[src/rtl/systolic_array_mm.sv]
// N x N output-stationary systolic matrix multiplier: C = A*B or C += A*B.
// Operands enter through skewed shift registers; each PE owns one C element.
module systolic_array_mm #(
    parameter int N      = 4,
    parameter int W      = 8,
    parameter int ACCW   = 2*W + $clog2(N) + 4,
    parameter int SIGNED = 0
) (
    input  logic                              i_clk,
    input  logic                              i_arst_n,
    input  logic [N-1:0][N-1:0][W-1:0]        i_a,
    input  logic [N-1:0][N-1:0][W-1:0]        i_b,
    input  logic                              i_accumulate,
    input  logic                              i_validInput,
    output logic                              o_ready,
    output logic [N-1:0][N-1:0][ACCW-1:0]     o_c,
    output logic                              o_validResult,
    input  logic                              i_resultReady
);

    localparam int SKL = 2*N - 1;
    localparam int CW  = $clog2(3*N - 1);

    typedef enum logic [1:0] {IDLE, RUN, HOLD} state_t;

    state_t state, state_nxt;

    logic [CW-1:0]                     cnt;
    logic [N-1:0][SKL-1:0][W-1:0]      row_skew, col_skew;
    logic [N-1:0][SKL-1:0][W-1:0]      row_ld, col_ld;
    logic [N-1:0][N-2:0][W-1:0]        a_fwd;
    logic [N-2:0][N-1:0][W-1:0]        b_fwd;
    logic [N-1:0][N-1:0][W-1:0]        a_in, b_in;
    logic [N-1:0][N-1:0][ACCW-1:0]     acc;
    logic                              accept, run_done, mac_en;

    // Product is formed at 2W bits, then sign- or zero-extended to ACCW.
    function automatic logic [ACCW-1:0] ext_product(input logic [W-1:0] a,
                                                    input logic [W-1:0] b);
        logic signed [2*W-1:0]  sa;
        logic signed [2*W-1:0]  sb;
        logic signed [2*W-1:0]  prod;
        logic [ACCW+2*W-1:0]    wide;
        sa   = {{W{(SIGNED != 0) & a[W-1]}}, a};
        sb   = {{W{(SIGNED != 0) & b[W-1]}}, b};
        prod = sa * sb;
        wide = {{ACCW{(SIGNED != 0) & prod[2*W-1]}}, prod};
        return wide[ACCW-1:0];
    endfunction

    assign o_ready  = (state == IDLE);
    assign accept   = i_validInput & o_ready;
    assign run_done = (state == RUN) && (cnt == CW'(3*N - 2));
    assign mac_en   = (state == RUN) && !run_done;

    always_comb begin
        state_nxt = state;
        case (state)
            IDLE:    if (accept)        state_nxt = RUN;
            RUN:     if (run_done)      state_nxt = HOLD;
            HOLD:    if (i_resultReady) state_nxt = IDLE;
            default:                    state_nxt = IDLE;
        endcase
    end

    always_ff @(posedge i_clk or negedge i_arst_n) begin
        if (!i_arst_n) state <= IDLE;
        else           state <= state_nxt;
    end

    // Row r is preceded by r zeros and column c by c zeros, giving the diagonal wavefront.
    always_comb begin
        row_ld = '0;
        col_ld = '0;
        for (int r = 0; r < N; r++) begin
            for (int k = 0; k < N; k++) begin
                row_ld[r][k+r] = i_a[r][k];
                col_ld[r][k+r] = i_b[k][r];
            end
        end
    end

    always_comb begin
        a_in = '0;
        b_in = '0;
        for (int r = 0; r < N; r++) begin
            a_in[r][0] = row_skew[r][0];
            for (int c = 1; c < N; c++) a_in[r][c] = a_fwd[r][c-1];
        end
        for (int c = 0; c < N; c++) begin
            b_in[0][c] = col_skew[c][0];
            for (int r = 1; r < N; r++) b_in[r][c] = b_fwd[r-1][c];
        end
    end

    always_ff @(posedge i_clk or negedge i_arst_n) begin
        if (!i_arst_n) begin
            cnt           <= '0;
            row_skew      <= '0;
            col_skew      <= '0;
            a_fwd         <= '0;
            b_fwd         <= '0;
            acc           <= '0;
            o_c           <= '0;
            o_validResult <= 1'b0;
        end else begin
            if (accept) begin
                row_skew <= row_ld;
                col_skew <= col_ld;
                a_fwd    <= '0;
                b_fwd    <= '0;
                cnt      <= '0;
                if (!i_accumulate) acc <= '0;
            end else if (mac_en) begin
                cnt <= cnt + 1'b1;
                for (int r = 0; r < N; r++) begin
                    for (int j = 0; j < SKL-1; j++) begin
                        row_skew[r][j] <= row_skew[r][j+1];
                        col_skew[r][j] <= col_skew[r][j+1];
                    end
                    row_skew[r][SKL-1] <= '0;
                    col_skew[r][SKL-1] <= '0;
                end
                for (int r = 0; r < N; r++) begin
                    for (int c = 0; c < N; c++) begin
                        acc[r][c] <= acc[r][c] + ext_product(a_in[r][c], b_in[r][c]);
                    end
                end
                for (int r = 0; r < N; r++) begin
                    for (int c = 0; c < N-1; c++) a_fwd[r][c] <= a_in[r][c];
                end
                for (int r = 0; r < N-1; r++) begin
                    for (int c = 0; c < N; c++) b_fwd[r][c] <= b_in[r][c];
                end
            end

            // Result register loads once the last MAC has landed in the accumulators.
            if (run_done) begin
                o_c           <= acc;
                o_validResult <= 1'b1;
            end else if ((state == HOLD) && i_resultReady) begin
                o_validResult <= 1'b0;
            end
        end
    end

endmodule
[config.mk]
export PLATFORM = sky130hd
export DESIGN_NAME = systolic_array_mm
export DESIGN_NICKNAME = d
export VERILOG_FILES = /design/src/rtl/systolic_array_mm.sv
export SDC_FILE = /design/constraint.sdc
export NUM_CORES = 2
export LEC_CHECK = 0
export CAP_MARGIN = 20
export CORE_MARGIN = 8
export CORE_UTILIZATION = 48
export DETAILED_ROUTE_END_ITERATION = 12
export GPL_TIMING_DRIVEN = 0
export PLACE_DENSITY = 0.65
export SYNTH_ARGS = -nofsm -noshare
export SYNTH_HDL_FRONTEND = slang
export SYNTH_SLANG_ARGS = --single-unit
[constraint.sdc]
create_clock -name i_clk -period 10.16 [get_ports i_clk]
set_input_delay 2.032 -clock i_clk [delete_from_list [all_inputs] [get_ports i_clk]]
set_output_delay 2.032 -clock i_clk [all_outputs]
set_load 0.1 [all_outputs]
# Yosys cells after proc, flatten, opt, wreduce, memory -nomap -nowiden
# Cells that the tools add are included.
# Widths: inputs -> output; s select.
dict set report word_totals {
  output_inout_bits 354
  ff_bits 1351
  inputBits 261
  wordCells 184
}
dict set report classes {
  n_mul 16
  addsub 17
  n_mux 19
  reduce_logical 9
  n_eq_ne 7
  bitwise 1
}
# operator count
set op_table {}
lappend op_table {{$mux 352} 3}
lappend op_table {{$mux 224} 4}
lappend op_table {{$mux 96} 4}
lappend op_table {{$add 22x16->22} 16}
lappend op_table {{$mul 8x8->16} 16}
lappend op_table {{$mux 4} 2}
lappend op_table {{$mux 2} 3}
lappend op_table {{$ne 2x2->1 const B} 3}
lappend op_table {{$pmux 2 s3} 1}
lappend op_table {{$add 4x1->4 const B} 1}
lappend op_table {{$eq 4x4->1 const B} 1}
lappend op_table {{$reduce_bool 2->1} 2}
lappend op_table {{$logic_and 1x1->1} 3}
lappend op_table {{$reduce_and 3->1} 1}
lappend op_table {{$eq 2x1->1 const B} 1}
lappend op_table {{$eq 2x2->1 const B} 1}
lappend op_table {{$logic_not 2->1} 1}
lappend op_table {{$mux 1} 2}
lappend op_table {{$ne 2x1->1 const B} 1}
lappend op_table {{$reduce_and 2->1} 1}
lappend op_table {{$and 1x1->1} 1}
lappend op_table {{$logic_not 1->1} 1}

# Depth between registers and ports, before layout
dict set report depth {
  word_depth 6
  ltp_mapped 19
  mapped_depth_nobuf 18
}

# Worst setup path before layout
# OpenSTA, ideal clock, no wires.
dict set report synth_timing {
  path_kind {reg-to-reg}
  startpoint {reg row_skew (netlist bit a_in[102])}
  endpoint {reg acc[282] (netlist bit)}
  arrival_time_ps 4636
  path_stages_with_launch 18
  path_buffers 1
  path_slack_ps 5398
  synth_period_minus_slack_ps 4762
  setup_ps 126
  required_ps 10034
  path_cell_list {dfrtp_1 -> clkbuf_1 -> nand2_1 -> fa_1 -> inv_1 -> fa_1 -> inv_1 -> fa_1 -> fa_1 -> inv_1 -> ha_1 -> o21ai_0 -> inv_1 -> a2111oi_0 -> nor3b_1 -> o21ai_0 -> nor3b_1 -> nor3_1}
}
dict set report synth_via {
  elab_chain_cells 4
}
# element line_no
set synth_lines {}
lappend synth_lines {{from (decl)} 29} ;# logic [N-1:0][SKL-1:0][W-1:0] row_skew, col_skew;
lappend synth_lines {{from (signal assigned)} 108} ;# row_skew <= row_ld;
lappend synth_lines {{from (signal, indexed assignment)} 118} ;# row_skew[r][j] <= row_skew[r][j+1];
lappend synth_lines {{$mul 8x8->16} 46} ;# prod = sa * sb;
lappend synth_lines {{$add 22x16->22} 126} ;# acc[r][c] <= acc[r][c] + ext_product(a_in[r][c], b_in[r][c]);
lappend synth_lines {{$mux 352} 114} ;# end else if (mac_en) begin
lappend synth_lines {{$mux 352} 107} ;# if (accept) begin
lappend synth_lines {{to (signal, indexed assignment)} 126}
lappend synth_lines {{to (decl)} 34} ;# logic [N-1:0][N-1:0][ACCW-1:0] acc;
# No other way between the ends. The select of a mux whose other input is x is not followed.
# A chain may end at the register's enable or synchronous reset.

# Worst setup path in the final report
dict set report layout_timing {
  startpoint {reg row_skew (netlist bit a_in[101])}
  endpoint {reg acc[282] (netlist bit)}
}
# Same word-level chain as after synthesis.

==> results.txt <==
status = completed
1st-iter DRT viols = 6836
post-layout min period = 6.22 ns
Compound-Gate Fraction of Synth Area = 10.1%
Die Height = 451 um
r2r endpoint = acc[282]$_DFFE_PN0P_
xor and xnor area share after synthesis = 1.81%
Placer Congestion = 0.936
final wirelength = 309000 um
TritonCTS clock tree = done
period utilization = 61.2%
CP cell instances = clkbuf_1, nand2_1, fa_1, inv_1, fa_1, inv_1, fa_1, fa_1, inv_1, ha_1, o21ai_0, inv_1, a2111oi_0, nor3b_1, o21ai_0, nor3b_1, nor3_1
commonest non-fill, non-tap cell in the layout = inv_1
syn_nets = 11400
Root Driver = clkbuf_16
CTS max path bufs = 3
WP data required = 10.86 ns
Post-synth top flop = dfrtp_1
mean post-synth cell area = 9.35 um2
clk slew on worst S/H paths = 0.06 ns
setup TNS = 0 ns
H-tree Lvls = 4
Post-CTS Setup Inserts = 0
CP Launch Type = register
routed via count = 72800
effective utilization at floorplan = 48.4%
slowest CP cell = clkbuf_1
CP top delay family = adder cells
critical path type = register to register
reg2reg start = a_in[101]$_DFFE_PN0P_
PwrDens = 329 nW/um2
DR pass1 iterations = 10
Antenna Nets Post-Route = 0
# DRC = 0
sequential share of the synthesized area = 34.6%
Synth Area in Simple Gates = 14.7%
Hold Startpoint = row_skew[191]$_DFFE_PN0P_
HPWL after DPL = 243000 um
Synth Instances = 9712
Fin. Hold Viols = 0
Core ar. = 188000 um2
Horiz. Die Dim = 451 um
mapped cell area = 90800 um2
synth-to-layout area growth = 16.7%
Yosys warnings = 0
Post-Synth Adder-Cell Area = 26.7%
GRT overflow = 0
unrepaired setup endpoints after global routing = false
global-route wire length before repair = 465000 um
# resized after CTS = 0
Clock Latency Late Sink = 0.83 ns
worst setup margin = 3.94 ns
Max VDD drop = 0.268 mV
crit-path max FO = 10
Num CTS Buffers = 148
die area = 203000 um2
asr flop ratio synth = 100%
post-synthesis mux area share = 2.52%
FF-to-FF path depth = 17
delay of the slowest critical-path stage = 0.85 ns
nets@finish = 12200
maxcap violations = 0
worst path bufs/invs = 5
hold_buf cts = 0
Slew Viols, Final = 0
initial antenna violation count = 40
# clock sinks = 1255
Hold Crit Depth = 2
dpl ws = 3.96 ns
CP Capture Type = register
# rows = 159
EDFF count, synth = 0
Max Clk Rate = 0.161 GHz
Routed WL per cell = 23.5 um
largest family of logic cells by synthesized area = adder cells
Tot Pwr = 34.9 mW
Slew HR = 16.9%
GRT Util Overall = 30.0%
Worst-Margin Slew = 1.24 ns
largest net degree at the start of global routing = 177
layout cell share with drive strength beyond 1 = 5.00%
R2R Setup Slk = 3.94 ns
setup violators final = 0
IO Pins = 615
vias in the first global route = 74400
synthesis-stage register bit count = 1255
Yosys cell types = 73
hold crit path type = register to register
WHS Endpoint = row_skew[183]$_DFFE_PN0P_
P_leak = 55.4 nW
IO buf count = 614
clk_skew = 0.0475 ns
crit path DAT = 6.92 ns
vias per inst = 5.54
most frequent cells in the layout = inv_1, nand2_1, dfrtp_1, fa_1, ha_1
[worst max-delay path by stage]
stage,start,endpoint,slack [ns],depth (start not counted)
after floorplan,a_in[102]$_DFFE_PN0P_,acc[282]$_DFFE_PN0P_,5.40,17
after global routing,a_in[101]$_DFFE_PN0P_,acc[282]$_DFFE_PN0P_,3.79,17
after CTS,a_in[101]$_DFFE_PN0P_,acc[282]$_DFFE_PN0P_,4.20,17
after detailed placement,i_validInput,acc[335]$_DFFE_PN0P_,3.96,9
after global placement,i_arst_n,row_skew[153]$_DFFE_PN0P_,-50.43,1
final,a_in[101]$_DFFE_PN0P_,acc[282]$_DFFE_PN0P_,3.94,17
[cell type report]
| cell class | count | area, um2 |
|---|---|---|
| sequential | 1255 | 31400 |
| fill | 16800 | 81800 |
| timing repair buffer | 653 | 6920 |
| buffer | 539 | 2070 |
| clock inverter | 56 | 643 |
| multi-input combinational | 6127 | 50600 |
| antenna | 18 | 45.0 |
| inverter | 1791 | 6720 |
| tap | 2495 | 3120 |
| clock buffer | 211 | 4410 |
[worst min-delay path, stage by stage (launching register included)]
cell and delay [ns]:
dfrtp_1 0.34, nand2_1 0.05, nand2_1 0.05
[kinds of logic after synthesis]
family                     count (synthesis)
and+or+nand+nor                         2894
buffers and inverters                   2330
adders and majority gates               1458
AOI/OAI and AO/OA                       1382
DFF                                     1255
muxes                                    205
xor gates and xnor gates                 188
[report_power, final]
group          total, mW  leakage [nW]  internal (mW)  switching, mW
Combinational       21.1          36.5           5.96           15.1
Clock               5.54          2.46           3.24           2.30
Sequential          8.28          16.5           6.93           1.35
Total               34.9          55.4           16.1           18.8
[synth_stat cells, types with 32 or more instances]
cell / n / share of area, %
clkbuf_1: 488 / 2.0
o22ai_1: 89 / 0.61
o21bai_1: 32 / 0.26
nor3_1: 40 / 0.22
fa_1: 800 / 18
a21oi_1: 228 / 1.3
dfrtp_1: 1255 / 35
xnor2_1: 95 / 0.92
nand2_1: 1595 / 6.6
nand3_1: 393 / 2.2
nor2_1: 126 / 0.52
xor2_1: 93 / 0.90
o21ai_0: 482 / 2.7
a21o_1: 116 / 0.96
mux2_2: 187 / 2.3
or3_1: 34 / 0.23
and2_1: 569 / 3.9
buf_1: 40 / 0.17
a222oi_1: 193 / 2.1
inv_1: 1791 / 7.4
ha_1: 658 / 9.1
[layer usage]
metal,global-route usage (%),share of wire [%],up-vias
met4,17.1,6.8,40
li1,-,-,32600
met1,37.5,39,36600
met2,48.5,46,2854
met3,6.33,7.8,702
met5,0,0.085,-
[metrics by stage]
step / hold WS [ns] / area (um2) / utilization [%] / cells
after floorplan: 0.438 / 90800 / - / 9712
after CTS: 0.466 / 106000 / 56.4 / 13100
final: 0.464 / 106000 / 56.4 / 13100
after global placement: 0.447 / 100000 / 53.3 / 12800
after detailed placement: 0.451 / 101000 / 53.7 / 12900
after global routing: 0.490 / 106000 / 56.4 / 13100
[flip-flops by register name, indices dropped and copies added, names as in the netlist]
signal,count
b_in,32
cnt,4
state,2
o_validResult,1
o_c,352
acc,352
b_fwd,96
a_fwd,96
a_in,32
col_skew,144
row_skew,144
(Power assumes the default switching activity.)
